File: config.mk
export PLATFORM = sky130hd
export DESIGN_NAME = pwm_gen
export DESIGN_NICKNAME = d
export VERILOG_FILES = /design/src/rtl/pwm_gen.sv
export SDC_FILE = /design/constraint.sdc
export NUM_CORES = 1
export LEC_CHECK = 0
export BUFFER_PORTS_ARGS = -buffer_cell sky130_fd_sc_hd__buf_2
export CAP_MARGIN = 20
export CORE_MARGIN = 2
export CORE_UTILIZATION = 40
export CTS_CLUSTER_SIZE = 14
export DETAILED_ROUTE_END_ITERATION = 7
export GPL_TIMING_DRIVEN = 0
export PLACE_DENSITY = 0.68
export SLEW_MARGIN = 10
export SYNTH_ARGS = -nofsm -noshare
export SYNTH_HDL_FRONTEND = slang
export SYNTH_SLANG_ARGS = --single-unit
File: constraint.sdc
create_clock -name clk -period 1.65 [get_ports clk]
set_clock_uncertainty 0.1 [all_clocks]
set_input_delay 0.0825 -clock clk [delete_from_list [all_inputs] [get_ports clk]]
set_output_delay 0.0825 -clock clk [all_outputs]
set_load 0.1 [all_outputs]
File: src/rtl/pwm_gen.sv
// PWM generator: period counter advanced by synchronized clk_div rising edges,
// double-buffered duty with a ready/valid load port, and IDLE/RUN/DRAIN control.
module pwm_gen #(
    parameter int unsigned CNT_W  = 8,
    parameter int unsigned PERIOD = 100
) (
    input  logic             clk,
    input  logic             rst,
    input  logic             clk_div,
    input  logic             enable,
    input  logic [CNT_W-1:0] duty_in,
    input  logic             duty_valid,
    output logic             duty_ready,
    output logic             pwm_out,
    output logic             period_end,
    output logic             busy
);

    localparam logic [CNT_W-1:0] LAST = CNT_W'(PERIOD - 1);

    typedef enum logic [1:0] {
        IDLE  = 2'd0,
        RUN   = 2'd1,
        DRAIN = 2'd2
    } state_t;

    state_t state, state_nxt;

    logic             sync1, sync2, sync3, armed, tick;
    logic [CNT_W-1:0] cnt, cnt_nxt;
    logic [CNT_W-1:0] active_duty, active_nxt;
    logic [CNT_W-1:0] pending, pending_nxt;
    logic             pend_full, pend_full_nxt;
    logic             wrap, promote;

    // Synchronizer and edge detect; armed blocks a tick until clk_div has been seen low
    always_ff @(posedge clk or negedge rst) begin
        if (!rst) begin
            sync1 <= 1'b0;
            sync2 <= 1'b0;
            sync3 <= 1'b0;
            armed <= 1'b0;
            tick  <= 1'b0;
        end else begin
            sync1 <= clk_div;
            sync2 <= sync1;
            sync3 <= sync2;
            armed <= armed | ~sync2;
            tick  <= armed & sync2 & ~sync3;
        end
    end

    assign wrap    = tick && (cnt == LAST) && (state != IDLE);
    assign promote = wrap || ((state == IDLE) && enable);

    always_ff @(posedge clk or negedge rst) begin
        if (!rst) state <= IDLE;
        else      state <= state_nxt;
    end

    always_comb begin
        state_nxt = state;
        case (state)
            IDLE:    if (enable) state_nxt = RUN;
            RUN:     if (!enable) state_nxt = wrap ? IDLE : DRAIN;
            DRAIN: begin
                if (enable)    state_nxt = RUN;
                else if (wrap) state_nxt = IDLE;
            end
            default: state_nxt = IDLE;
        endcase
    end

    // Counter and duty buffering; a load never collides with a promote since it needs pend_full low
    always_comb begin
        cnt_nxt       = cnt;
        active_nxt    = active_duty;
        pending_nxt   = pending;
        pend_full_nxt = pend_full;
        if (state == IDLE) begin
            cnt_nxt = '0;
        end else if (tick) begin
            cnt_nxt = (cnt == LAST) ? '0 : cnt + CNT_W'(1);
        end
        if (promote && pend_full) begin
            active_nxt    = pending;
            pend_full_nxt = 1'b0;
        end
        if (duty_valid && !pend_full) begin
            pending_nxt   = duty_in;
            pend_full_nxt = 1'b1;
        end
    end

    always_ff @(posedge clk or negedge rst) begin
        if (!rst) begin
            cnt         <= '0;
            active_duty <= '0;
            pending     <= '0;
            pend_full   <= 1'b0;
            duty_ready  <= 1'b1;
            pwm_out     <= 1'b0;
            period_end  <= 1'b0;
            busy        <= 1'b0;
        end else begin
            cnt         <= cnt_nxt;
            active_duty <= active_nxt;
            pending     <= pending_nxt;
            pend_full   <= pend_full_nxt;
            duty_ready  <= !pend_full_nxt;
            pwm_out     <= (state != IDLE) && (cnt < active_duty);
            period_end  <= wrap;
            busy        <= (state_nxt != IDLE);
        end
    end

endmodule

==> metrics <==
Residual DRC 0; Final nets approximately 240; row count 25; first-pass GRT wire length 7400 um; Die W 72.9 um; drt wl/cell roughly 16 um; CP cell instances or4_4 > buf_6 > o32a_1 > o311ai_1; Antenna Cells 0; Placed Area between 2000 and 2500 um^2; Clock Pin Slew Worst Setup and Hold Paths 80 ps; area grow syn2layout 25.6%; Final Max Tran Viols 0; CP endpoint kind register; LEAKAGE just over 1 nW; final instance area between 2000 and 2500 um^2; Setup WS pre-CTS -336 ps; minimum clock period around 1700 ps; clk_lat worst skew roughly 300 ps; slowest cell delay on critical path ~590 ps; unique cell type count in the Yosys netlist 40; Hold Slack about 250 ps; First DRT Iteration DRCs 118; fmax approximately 0.57 GHz; wirelength, routed about 4300 um; Crit Path Max Fanout 10; Worst path slowest cell or4_4; Max-Cap Viols 0; CP delay by family, top simple AND/OR/NAND/NOR gates; post-route setup slack -93.7 ps; Post-Syn Instances between 150 and 200; via count 1613; Req. time, crit path 1740 ps; I/O Pins 17; Via-to-Cell Ratio roughly 6.0; Worst VDD drop 913 uV; Worst Path Buf+Inv 1; syn nets roughly 190; post-synthesis cell area ~1900 um^2; largest net degree at the start of global routing 37; syn avg cell area 11.0 um^2; Worst EP arrival around 1800 ps; Tcrit/Tclk final 106%; final setup fails 19; CTS H-tree lvls 2; Initial Utilization between 40% and 50%; Seq/Total Area, Yosys between 40 and 50%; die area around 5300 um^2; number of synthesis warnings 0; RSZ-0062 raised after global routing true; HP Class register to register; CTS tree done; commonest non-fill, non-tap cells in the layout dfrtp_1, buf_2, inv_1, buf_4, dlygate4sd3_1; Post-synth EDFFs 0; total congestion overflow 0; CTS Buffer Depth 2; share of layout cells above drive strength 1 29.6%; Async S/R FF share, synth 100%; hpwl dp approximately 2800 um; Setup CP Type register to register; vias in the first global route approximately 1500; Slew @ Worst Pin approximately 800 ps; total CTS buffers 5; initial antenna violation count 0; Worst slew margin 46.9%; violated checks setup timing; most common cell after layout, fill and taps aside dfrtp_1; Power Dens Cells 1300 nW/um^2; RePlAce Congestion a little under 0.8; ys flop type dfrtp_1; dpl cells between 200 and 250; core area around 4700 um^2; Startpoint Class register; Tot GR Track Use a little under a fifth; status finished with violations; Hold Vio Cnt, Final 0; Synth Register Bits 36; Detail Route Antenna Nets 0; root buffer cell clkbuf_8; die height ~73 um; CTS sink count 36; # port buffers 16; Non-Filler Instances 270; TNS Setup -1240 ps; TritonRoute pass-1 iters 4
## state kept, by name, indices dropped and copies added, names as in the netlist
name / count
state: 2
busy: 1
armed: 1
sync2: 1
sync1: 1
duty_ready: 1
cnt: 8
pwm_out: 1
tick: 1
pend_full: 1
active_duty: 8
pending: 8
period_end: 1
sync3: 1
## Yosys cell counts (4+ instances only)
cell type / number / share of area (%)
a21oi_1: 8 / 2.1
a31oi_1: 8 / 2.6
clkbuf_1: 8 / 1.6
dfrtp_1: 35 / 46
ha_1: 8 / 5.3
inv_1: 10 / 2.0
mux2_2: 8 / 4.7
nand2b_1: 4 / 1.3
nor2_1: 4 / 0.79
nor4b_1: 8 / 3.7
o211ai_1: 9 / 3.6
o21ai_0: 4 / 1.1
o311ai_1: 8 / 3.7
o32a_1: 8 / 4.2
## logic make-up after synthesis
family / synth area share, %
compound gates: 22.8
flops: 47.6
buf+inv: 5.28
xor+xnor: 0.924
fa+ha+maj: 5.28
mux: 4.75
simple gates: 13.5
## worst paths after layout
path / from / to / slack (ps) / depth (start not counted)
max: cnt[7] / active_duty[6] / -90 / 4
min: sync1 / sync2 / 250 / 0
max reg2reg: cnt[7] / active_duty[6] / -90 / 4
min reg2reg: sync1 / sync2 / 250 / 0
max in group asynchronous: rst / cnt[4] / 590 / 2
min in group asynchronous: rst / cnt[0] / 300 / 2
## repair_timing
action / CTS / global route
endpoints found under the setup margin: 29 / 20
pin swaps: 2 / 1
buffers inserted: 7 / 3
hold buffers: 10 / 0
hold endpoints to repair: 44 / 0
gates resized for setup: 10 / 4
## metrics by stage
| stage | utilization [%] | total power (W) |
|---|---|---|
| 4_1_cts | 50.6 | 0.00310 |
| 6_report | 51.1 | 0.00309 |
| 3_5_place_dp | 44.1 | 0.00227 |
| 5_1_grt | 51.1 | 0.00328 |
| 3_3_place_gp | 44.1 | 0.00224 |
| 2_1_floorplan | - | 0.00203 |
## final cells by class
cell class | count | area, um^2
multi-input combinational | 113 | 922
sequential | 36 | 908
timing repair buffer | 36 | 268
inverter | 10 | 37.5
tap | 54 | 67.6
clock inverter | 3 | 42.5
clock buffer | 5 | 68.8
fill | 420 | 2280
buffer | 13 | 67.6
## report_power, final
part	switching (W)	internal, W	leakage, nW
Sequential	0.000144	0.00111	0.414
Clock	0.000344	0.000447	0.0541
Combinational	0.000589	0.000459	0.542
Total	0.00108	0.00202	1.01
## layer usage
| layer | GRT usage (%) | vias up | share of wire (%) |
|---|---|---|---|
| met1 | 25.5 | 787 | 45 |
| li1 | - | 761 | - |
| met3 | 3.73 | 13 | 5.9 |
| met5 | 0 | - | 0 |
| met4 | 8.02 | 0 | 2.5 |
| met2 | 28.1 | 52 | 47 |
Power figures use the tool's default switching activity.
